**config.mk**
```make
export PLATFORM = sky130hd
export DESIGN_NAME = uart_tx_fifo_drain
export DESIGN_NICKNAME = d
export VERILOG_FILES = /design/src/rtl/uart_tx_fifo_drain.sv
export SDC_FILE = /design/constraint.sdc
export NUM_CORES = 1
export LEC_CHECK = 0
export ABC_AREA = 1
export ABC_CLOCK_PERIOD_IN_PS = 4000
export CORE_ASPECT_RATIO = 1.2
export CORE_UTILIZATION = 39
export CTS_CLUSTER_DIAMETER = 50
export DETAILED_ROUTE_END_ITERATION = 8
export GPL_TIMING_DRIVEN = 1
export SYNTH_ARGS = -nofsm -noshare
export SYNTH_HDL_FRONTEND = slang
export SYNTH_SLANG_ARGS = --single-unit
export TNS_END_PERCENT = 1
```
**constraint.sdc**
```tcl
create_clock -name i_clk -period 4 [get_ports i_clk]
set_input_delay 1 -clock i_clk [delete_from_list [all_inputs] [get_ports i_clk]]
set_output_delay 1 -clock i_clk [all_outputs]
set_load 0.005 [all_outputs]
```
**src/rtl/uart_tx_fifo_drain.sv**
```systemverilog
// UART TX: pops one byte at a time from the FIFO read port and serialises it LSB-first onto o_tx.
// Latency: rd_en at T -> start bit at T+2; no new read is issued until the current frame's stop bits finish.
module uart_tx_fifo_drain #(
    parameter int CLKS_PER_BIT = 868,
    parameter int DATA_BITS    = 8,
    parameter int PARITY       = 0,
    parameter int STOP_BITS    = 1
) (
    input  logic                 i_clk,
    input  logic                 i_rst,
    output logic                 o_fifo_rd_en,
    input  logic [DATA_BITS-1:0] i_fifo_rd_data,
    input  logic                 i_fifo_rd_valid,
    input  logic                 i_fifo_empty,
    output logic                 o_tx,
    output logic                 o_busy,
    output logic                 o_done
);

    localparam int BAUD_W = (CLKS_PER_BIT > 1) ? $clog2(CLKS_PER_BIT) : 1;
    localparam logic [BAUD_W-1:0] BAUD_LAST = BAUD_W'(CLKS_PER_BIT - 1);
    localparam logic [BAUD_W-1:0] BAUD_PRE  = BAUD_W'(CLKS_PER_BIT - 2);
    localparam logic [2:0]        DATA_LAST = 3'(DATA_BITS - 1);
    localparam logic [2:0]        STOP_LAST = 3'(STOP_BITS - 1);

    typedef enum logic [2:0] {
        S_IDLE,
        S_FETCH,
        S_START,
        S_DATA,
        S_PARITY,
        S_STOP
    } state_t;

    state_t               r_state;
    logic [BAUD_W-1:0]    r_baud;
    logic [2:0]           r_bit;
    logic [DATA_BITS-1:0] r_shift;
    logic                 r_par;
    logic                 r_tx;
    logic                 r_busy;
    logic                 r_rd_en;
    logic                 r_done;
    logic                 w_baud_end;

    assign w_baud_end   = (r_baud == BAUD_LAST);
    assign o_fifo_rd_en = r_rd_en;
    assign o_tx         = r_tx;
    assign o_busy       = r_busy;
    assign o_done       = r_done;

    always_ff @(posedge i_clk) begin
        if (i_rst) begin
            r_state <= S_IDLE;
            r_baud  <= '0;
            r_bit   <= '0;
            r_shift <= '0;
            r_par   <= 1'b0;
            r_tx    <= 1'b1;
            r_busy  <= 1'b0;
            r_rd_en <= 1'b0;
            r_done  <= 1'b0;
        end else begin
            r_done  <= 1'b0;
            r_rd_en <= 1'b0;
            case (r_state)
                S_IDLE: begin
                    r_tx   <= 1'b1;
                    r_baud <= '0;
                    r_bit  <= '0;
                    // A read issued on the way into IDLE is consumed here, so only one is ever outstanding.
                    if (r_rd_en) begin
                        r_state <= S_FETCH;
                        r_busy  <= 1'b1;
                    end else begin
                        r_rd_en <= !i_fifo_empty;
                    end
                end
                S_FETCH: begin
                    r_baud <= '0;
                    if (i_fifo_rd_valid) begin
                        r_shift <= i_fifo_rd_data;
                        r_par   <= (PARITY == 2) ? ~^i_fifo_rd_data : ^i_fifo_rd_data;
                        r_tx    <= 1'b0;
                        r_state <= S_START;
                    end else begin
                        r_state <= S_IDLE;
                        r_busy  <= 1'b0;
                        r_rd_en <= !i_fifo_empty;
                    end
                end
                S_START: begin
                    r_baud <= w_baud_end ? '0 : r_baud + 1'b1;
                    if (w_baud_end) begin
                        r_tx    <= r_shift[0];
                        r_shift <= r_shift >> 1;
                        r_bit   <= '0;
                        r_state <= S_DATA;
                    end
                end
                S_DATA: begin
                    r_baud <= w_baud_end ? '0 : r_baud + 1'b1;
                    if (w_baud_end) begin
                        if (r_bit == DATA_LAST) begin
                            r_bit <= '0;
                            if (PARITY != 0) begin
                                r_tx    <= r_par;
                                r_state <= S_PARITY;
                            end else begin
                                r_tx    <= 1'b1;
                                r_state <= S_STOP;
                            end
                        end else begin
                            r_bit   <= r_bit + 1'b1;
                            r_tx    <= r_shift[0];
                            r_shift <= r_shift >> 1;
                        end
                    end
                end
                S_PARITY: begin
                    r_baud <= w_baud_end ? '0 : r_baud + 1'b1;
                    if (w_baud_end) begin
                        r_tx    <= 1'b1;
                        r_bit   <= '0;
                        r_state <= S_STOP;
                    end
                end
                S_STOP: begin
                    r_baud <= w_baud_end ? '0 : r_baud + 1'b1;
                    // Raised one cycle early so the registered pulse lands on the final stop cycle.
                    if (r_bit == STOP_LAST && r_baud == BAUD_PRE) begin
                        r_done <= 1'b1;
                    end
                    if (w_baud_end) begin
                        if (r_bit == STOP_LAST) begin
                            r_state <= S_IDLE;
                            r_busy  <= 1'b0;
                            r_bit   <= '0;
                            r_rd_en <= !i_fifo_empty;
                        end else begin
                            r_bit <= r_bit + 1'b1;
                        end
                    end
                end
                default: begin
                    r_state <= S_IDLE;
                    r_busy  <= 1'b0;
                    r_tx    <= 1'b1;
                end
            endcase
        end
    end

endmodule
```
==> flow_summary.yaml, run 1 <==
pwr:
  total_power_w: 0.00119
  p_per_area_mw_per_mm2: 601
  peakVddDrop_v: 0.000287
  power.leakage_nw: 0.867
synth:
  syn_avg_cell_area_sq_um: 7.13
  seq_area_frac_synth_pct: 32.7
  ys_warn_count: 0
  syn_area_sq_mm: 0.00171
  synthesis.nets: 260
  postSynthCellCount: 240
  synth_cell_types: 34
  ys_seq_elements: 28
min_path:
  worstHoldPathType: "flop to flop"
sta:
  fin_crit_ns: 2.14
  worst_slew_pin_slew_ns: 0.489
  worst_slack_ns: 1.86
  finalHoldViolCount: 0
  finalCritPeriodShare_pct: 53.4
  finalMaxSlewViolations: 0
  rsz0062_at_grt: "no"
  tns_ns: 0
  slew_headroom_pct: 67.4
  finalSetupViolations: 0
  fin_skew_ns: 0.00701
  max_clock_freq_mhz: 468
placement:
  dp_cells: 308
  place_worst_setup_slack_ns: 1.73
  gp_congestion: 0.780
  dp_hpwl_um: 2550
  dpl_cell_area_sq_mm: 0.00191
  numPortBuffers: 15
critical_path:
  critPathBufInv: 1
  path_max_fanout: 1
  cp_top_family: "buffers and inverters"
  required_ns: 3.00
  slowest_delay_ns: 0.50
  slowest_stage: "clkdlybuf4s50_1"
  worstSetupPathType: "flop to primary output"
  end_kind: "primary output"
  worstPathCellList: "clkdlybuf4s50_1"
  arrival_ns: 1.14
  worst_setup_path_start_kind: "flop"
die:
  ios: 16
  die_h_um: 74.6
  core_area_sq_mm: 0.00423
  placementRows: 26
  die-area_sq_mm: 0.00466
  start_util_pct: 40.5
  die_w_um: 62.5
status:
  outcome: "finished clean"
cells_and_area:
  syn2layout_area_growth_pct: 15.6
  design_area_sq_mm: 0.00198
  drive_gt1_share_pct: 14.5
  final_nets: 277
  final_cells: 312
  multi_input_area_sq_mm: 0.00104
  fill_cells: 451
  diodes: 0
  seq_area_sq_um: 561
drt:
  wire_per_inst_um: 11.1
  drt-total-wl_um: 3450
  drt_first_iter_violations: 51
  ant_nets: 0
  post_drt_via_cell_ratio: 4.81
  vias: 1502
  drc: 0
  first_pass_iters: 4
grt:
  grt_pass1_wl_um: 5840
  track_usage_pct: 15.8
  grt_max_degree: 19
  antenna_found_initial: 0
  grt_pass1_vias: 1380
  grt_overflow: 0
cts:
  clockBufferDepth: 2
  insertion_delay_ns: 0.29
  path_clk_slew_ns: 0.10
  cts_tree: "yes"
  hold_buffers: 0
  root_buffer: "clkbuf_8"
  post_cts_resized: 0
  htreeDepth: 1
  clock-sinks: 28
  post-cts-setup-buffer-count: 0
  cts_buffers: 3
job:
  cap_violations: 0
[logic make-up (layout without fill, tap and decap cells)]
family,after synthesis,in the layout,share of synthesized area [%]
mux,7,7,4.09
xor+xnor,6,6,3.07
compound gates,19,19,7.53
flops,28,28,32.7
fa+ha+maj,8,8,5.85
simple gates,147,147,40.2
buf+inv,25,41,6.50
[synth_stat cells, drive strengths merged]
library cell	instances	area share, %
a21oi	11	4.8
a22oi	1	0.44
a31oi	1	0.37
buf	3	1.6
clkbuf	1	0.29
clkinv	1	0.22
dfxtp	28	33
ha	8	5.8
inv	20	4.4
mux2i	7	4.1
nand2	68	16
nand3	22	8.0
nand3b	1	0.66
nand4	1	0.37
nor2	49	13
nor3	4	1.5
nor4	1	0.37
o211ai	1	0.44
o21ai	4	1.2
o22ai	1	0.37
or2	1	0.37
xnor2	1	0.51
xor2	5	2.6
[worst reg2reg max path, stage by stage (launching register included)]
cell	delay, ns
dfxtp_1	0.42
inv_2	0.22
ha_1	0.50
inv_1	0.11
nand2_2	0.11
nand2_4	0.07
nor2_8	0.23
nand2_1	0.11
nand2_1	0.08
nand2_1	0.04
nor2_1	0.07
[worst paths after layout]
path	depth (start not counted)	slack, ns	endpoint	startpoint
worst min register to register	2	0.47	o_tx	o_tx
worst max-delay path	1	1.86	o_done	o_done
worst max register to register	10	1.97	r_shift[7]	r_state[2]
worst min-delay path	2	0.47	o_tx	o_tx
[layout make-up]
cell class                 count  area share (%)
clock buffer                   3            2.09
sequential                    28            28.3
inverter                      21            3.98
timing repair buffer          16            7.97
tap                           56            3.54
multi-input combinational    187            52.6
clock inverter                 1            1.52
[through the flow]
| step | hold slack (ns) | utilization, % |
|---|---|---|
| after floorplan | 0.451 | - |
| after global placement | 0.448 | 45.1 |
| after detailed placement | 0.450 | 45.1 |
| after CTS | 0.477 | 46.8 |
| after global routing | 0.499 | 46.8 |
| final | 0.468 | 46.8 |
[sequential cells by signal, indices dropped and copies added (netlist names)]
signal	flops
o_fifo_rd_en	1
o_tx	1
r_shift	8
r_baud	10
o_done	1
o_busy	1
r_state	3
r_bit	3
[placed cells by master, fill, tap and decap left out, types with 3 or more instances in the layout]
cell and instances:
a21oi_1 4, a21oi_2 7, clkbuf_8 3, clkdlybuf4s50_1 15
dfxtp_1 28, ha_1 8, inv_1 15, inv_2 5
mux2i_1 7, nand2_1 63, nand2_2 4, nand3_1 18
nand3_2 3, nor2_1 41, nor2_2 6, nor3_1 3
o21ai_0 4, xor2_1 5
[power by group]
part | internal [W] | switching (W)
Combinational | 0.000217 | 0.000345
Sequential | 0.000340 | 0.0000544
Clock | 0.000134 | 0.0000964
[metal layers]
metal  vias up  GRT usage (%)  share of wire [%]
met5         -              0                  0
met4         0           6.20                1.5
met3         5           1.99                3.0
met2        24           30.2                 48
met1       675           18.0                 48
li1        798              -                  -
Note: power is estimated with default switching activity, not from simulation.
==> inputs of run 2 (changes only) <==
Settings changed: ABC_CLOCK_PERIOD_IN_PS 4000 to 2100.
Clock period 4 ns to 2.1 ns, I/O delays scaled along.
==> run 2 against run 1 <==
  * Routed wire length increased by 1.4%
  * Sequential power increased by 92%
  * Clock-buffer cell count unchanged
  * Highest routed layer unchanged
  * Largest power group unchanged
  * Largest cell class unchanged
==> flow_summary.yaml, run 2 (synthesis results as in run 1) <==
pwr:
  seq_power_share_pct: 33.5
  swShare_pct: 41.3
  intPower_w: 0.00132
  power.leakage_nw: 0.872
  p_comb_share_pct: 47.4
  p_per_area_mw_per_mm2: 1140
  peakVddDrop_v: 0.000335
  power_frac_clock_pct: 19.1
  switchingPower_w: 0.000932
  total_power_w: 0.00226
sta:
  tns_ns: 0
  fin_crit_ns: 1.67
  slew_headroom_pct: 74.6
  finalSetupViolations: 0
  finalCritPeriodShare_pct: 79.5
  rsz0062_at_grt: "no"
  worst_slew_pin_slew_ns: 0.379
  finalHoldViolCount: 0
  finalMaxSlewViolations: 0
  max_clock_freq_mhz: 599
  fin_skew_ns: 0.00699
cts:
  path_clk_slew_ns: 0.10
  root_buffer: "clkbuf_8"
  clock-sinks: 28
  insertion_delay_ns: 0.28
  htreeDepth: 1
  cts_tree: "yes"
  post_cts_resized: 0
  clockBufferDepth: 2
  hold_buffers: 0
  cts_buffers: 3
  post-cts-setup-buffer-count: 0
critical_path:
  end_kind: "flop"
  required_ns: 2.28
  slowest_stage: "dfxtp_1"
  slowest_delay_ns: 0.40
  crit_top_cell: "nor2_1"
  worstSetupPathType: "flop to flop"
  path_max_fanout: 15
  rrSetupSlack_ns: 0.43
  worstPathCellList: "ha_1, nand2_1, nor2_1, nand2_2, nand2_2, nand2_1, nor2_1, nor2_1"
  worst_setup_path_start_kind: "flop"
  reg2reg_depth: 8
  arrival_ns: 1.85
placement:
  dp_hpwl_um: 2620
  gp_congestion: 0.794
  numPortBuffers: 15
die:
  ios: 16
  core_area_sq_mm: 0.00423
  die_h_um: 74.6
  die_w_um: 62.5
  start_util_pct: 40.5
  placementRows: 26
  die-area_sq_mm: 0.00466
grt:
  antenna_found_initial: 0
  grt_pass1_wl_um: 6180
  grt_max_degree: 17
  grt_pass1_vias: 1431
  track_usage_pct: 16.6
  grt_overflow: 0
cells_and_area:
  reg.largest.list: "r_baud (10), r_shift (8)"
  utilization_pct: 47.0
  fill_cells: 424
  drive_gt1_share_pct: 14.8
  final_nets: 278
  largest_register: "r_baud"
  mostFrequentLayoutCell: "nand2_1"
  final_cell_mix: "nand2_1 (63), nor2_1 (41), dfxtp_1 (28), nand3_1 (18)"
  syn2layout_area_growth_pct: 16.0
  largest_reg_flops: 10
  diodes: 0
drt:
  highest_layer: "met4"
  drt-total-wl_um: 3500
  first_pass_iters: 4
  routed-wl-met2_um: 1680
  wire_per_inst_um: 11.2
  wl_met3_um: 99
  ant_nets: 0
  drt_first_iter_violations: 71
  drc: 0
  post_drt_via_cell_ratio: 4.65
  wl_met1_um: 1670
  vias: 1456
job:
  cap_violations: 0
min_path:
  worstHoldPathType: "flop to flop"
  hold_depth: 2
status:
  outcome: "finished clean"
-- run 2: final cells by class --
| type | count | area, sq um | area share [%] |
|---|---|---|---|
| Multi-Input combinational cell | 187 | 1040 | 52.4 |
| Sequential cell | 28 | 561 | 28.2 |
| Timing Repair Buffer | 17 | 165 | 8.32 |
| Inverter | 21 | 78.8 | 3.97 |
| Tap cell | 56 | 70.1 | 3.53 |
| Clock buffer | 3 | 41.3 | 2.08 |
| Clock inverter | 1 | 30.0 | 1.51 |
-- run 2: final timing paths --
kind | startpoint | end
setup / recovery | r_baud[0] | r_shift[7]
hold / removal | o_tx | o_tx
setup reg to reg | r_baud[0] | r_shift[7]
hold reg to reg | o_tx | o_tx
-- run 2: stage by stage --
stage	instances	setup WS (ns)	hold slack [ns]	instance area [sq um]
after floorplan	240	0.433	0.451	1710
after global placement	309	0.336	0.443	1910
after detailed placement	309	0.308	0.445	1910
after CTS	313	0.422	0.471	1990
after global routing	313	0.243	0.495	1990
final	313	0.431	0.467	1990
-- run 2: critical path, delay by kind of cell, from the launching register on --
kind | cells | cell delay [ns]
and+or+nand+nor | 7 | 0.97
adders and majority gates | 1 | 0.21
DFF | 1 | 0.40
-- run 2: power by group through the flow --
stage,combinational (W),sequential (W),clock [W]
6_report,0.00107,0.000755,0.000431
5_1_grt,0.00125,0.000773,0.000460
4_1_cts,0.00108,0.000757,0.000445
3_5_place_dp,0.00108,0.000769,0
3_3_place_gp,0.00107,0.000770,0
2_1_floorplan,0.000885,0.000746,0
-- run 2: layer usage --
layer | vias up | track usage (%)
met3 | 5 | 2.45
met4 | 0 | 5.94
met5 | - | 0
li1 | 799 | -
met2 | 18 | 30.3
met1 | 634 | 19.9
==> inputs of run 3 (changes only) <==
Settings changed: ABC_CLOCK_PERIOD_IN_PS 2100 to 1500.
Clock period 2.1 ns to 1.5 ns, I/O delays scaled along.
==> run 3 against run 2 <==
  * First-iteration DRC count is 5.6% higher
  * Critical endpoint is now r_shift[1]
  * Cell count is 5.4% higher
  * Critical path depth is 1 higher
  * Routed wire length is 4.0% higher
  * Largest cell class unchanged
  * Critical path type unchanged
  * Maximum frequency is 17% higher
  * Die area stayed put
  * Total power is 56% higher
==> flow_summary.yaml, run 3 (synthesis results as in run 1) <==
pwr:
  power.leakage_nw: 1.00
  power_frac_clock_pct: 17.4
  switchingPower_w: 0.00142
  p_comb_share_pct: 52.0
  peakVddDrop_v: 0.000575
  p_per_area_mw_per_mm2: 1580
  seq_power_share_pct: 30.6
  intPower_w: 0.00209
  swShare_pct: 40.4
cts:
  cts_tree: "yes"
  root_buffer: "clkbuf_8"
  htreeDepth: 1
  clock-sinks: 28
  cts_buffers: 3
  path_clk_slew_ns: 0.10
  clockBufferDepth: 2
  insertion_delay_ns: 0.28
  hold_buffers: 0
cells_and_area:
  syn2layout_area_growth_pct: 29.6
  final_nets: 295
  drive_gt1_share_pct: 27.4
  diodes: 0
  mostFrequentLayoutCell: "nand2_1"
  largest_reg_flops: 10
  design_area_sq_mm: 0.00222
  largest_register: "r_baud"
  final_cell_mix: "nand2_1 (59), nor2_1 (37), dfxtp_1 (21), nand3_1 (16), buf_4 (16)"
  utilization_pct: 52.5
  reg.largest.list: "r_baud (10), r_shift (8)"
die:
  placementRows: 26
  core_area_sq_mm: 0.00423
  ios: 16
  start_util_pct: 40.5
  die-area_sq_mm: 0.00466
  die_h_um: 74.6
  die_w_um: 62.5
critical_path:
  path_max_fanout: 8
  reg2reg_depth: 9
  end_kind: "flop"
  rrSetupSlack_ns: 0.07
  required_ns: 1.69
  timing.rr.start: "r_bit[0]"
  worst_setup_path_start_kind: "flop"
  endpoint: "r_shift[1]"
  arrival_ns: 1.61
  worstSetupPathType: "flop to flop"
  crit_start: "r_bit[0]"
  r2r_end: "r_shift[1]"
drt:
  post_drt_via_cell_ratio: 4.82
  ant_nets: 0
  wire_per_inst_um: 11.0
  drc: 0
  first_pass_iters: 4
  drt_first_iter_violations: 75
  vias: 1591
  drt-total-wl_um: 3640
placement:
  dpl_cell_area_sq_mm: 0.00203
  dp_hpwl_um: 2660
  gp_congestion: 0.849
  numPortBuffers: 15
status:
  outcome: "finished clean"
grt:
  grt_pass1_vias: 1426
  track_usage_pct: 16.3
  antenna_found_initial: 0
  grt_pass1_wl_um: 5930
  grt_overflow: 0
  grt_max_degree: 17
sta:
  fin_crit_ns: 1.43
  finalCritPeriodShare_pct: 95.1
  slew_headroom_pct: 77.2
  finalHoldViolCount: 0
  max_clock_freq_mhz: 701
  finalSetupViolations: 0
  worst_slew_pin_slew_ns: 0.339
  rsz0062_at_grt: "yes"
  fin_skew_ns: 0.00191
  finalMaxSlewViolations: 0
job:
  cap_violations: 0
min_path:
  worstHoldPathType: "flop to flop"
run 3: cell types whose count changed in the layout (fill, tap and decap cells not counted), moves of 3 or more:
cell / previous run / this run
nor2_1: 41 / 37
nand2_2: 4 / 8
nor2_2: 6 / 10
dlymetal6s2s_1: 0 / 3
ha_1: 8 / 5
dfxtp_1: 28 / 21
buf_4: 2 / 16
dfxtp_2: 0 / 6
clkdlybuf4s50_1: 15 / 11
nand2_1: 63 / 59
run 3: area by class of cell:
cell class	instances	area, sq um
inverters	21	83.8
flip-flops and latches	28	572
repair buffers	34	328
well taps	56	70.1
clock buffers	3	41.3
multi-input cells	187	1090
fillers	431	2010
clock inverters	1	30.0
run 3: power by group through the flow:
stage	clock, W	sequential, W	combinational (W)
after detailed placement	0	0.00106	0.00168
after floorplan	0	0.00105	0.00125
after CTS	0.000631	0.00105	0.00168
final	0.000610	0.00107	0.00183
after global placement	0	0.00106	0.00166
after global routing	0.000659	0.00109	0.00204
run 3: worst min path at each step:
stage / start / endpoint / slack (ns) / depth (start not counted)
floorplan: o_tx / o_tx / 0.45 / 2
global placement: o_tx / o_tx / 0.44 / 2
detailed placement: o_tx / o_tx / 0.45 / 2
CTS: o_tx / o_tx / 0.46 / 2
global route: o_tx / o_tx / 0.47 / 2
finish: o_tx / o_tx / 0.45 / 2
run 3: worst max-delay path, stage by stage, from the launching register on:
cell	delay, ns
dfxtp_2	0.35
ha_2	0.19
ha_4	0.16
nand2_2	0.08
nand2_4	0.07
nor2_8	0.16
buf_6	0.16
nand3_1	0.07
nand2_1	0.06
nor2_1	0.03
run 3: what timing repair did:
action / CTS / global route
pin swaps: 0 / 2
buffers inserted: 0 / 5
endpoints found under the setup margin: 4 / 17
hold endpoints to repair: 0 / 0
gates resized for setup: 3 / 27
run 3: layer usage:
metal,GRT usage [%],vias up,part of all wire [%]
li1,-,835,-
met1,18.5,710,45
met2,29.6,34,49
met3,1.99,12,3.4
met4,9.56,0,2.9
met5,0,-,0
run 3: through the flow:
step	worst slack, ns	TNS, ns	total power (W)	std cells	hold slack [ns]
global placement	-0.105	-0.626	0.00272	321	0.442
finish	0.0729	0	0.00351	330	0.453
CTS	-0.00391	-0.00391	0.00336	325	0.460
global route	-0.0167	-0.0264	0.00379	330	0.470
floorplan	0.00797	0	0.00230	240	0.451
detailed placement	-0.144	-0.846	0.00274	321	0.445
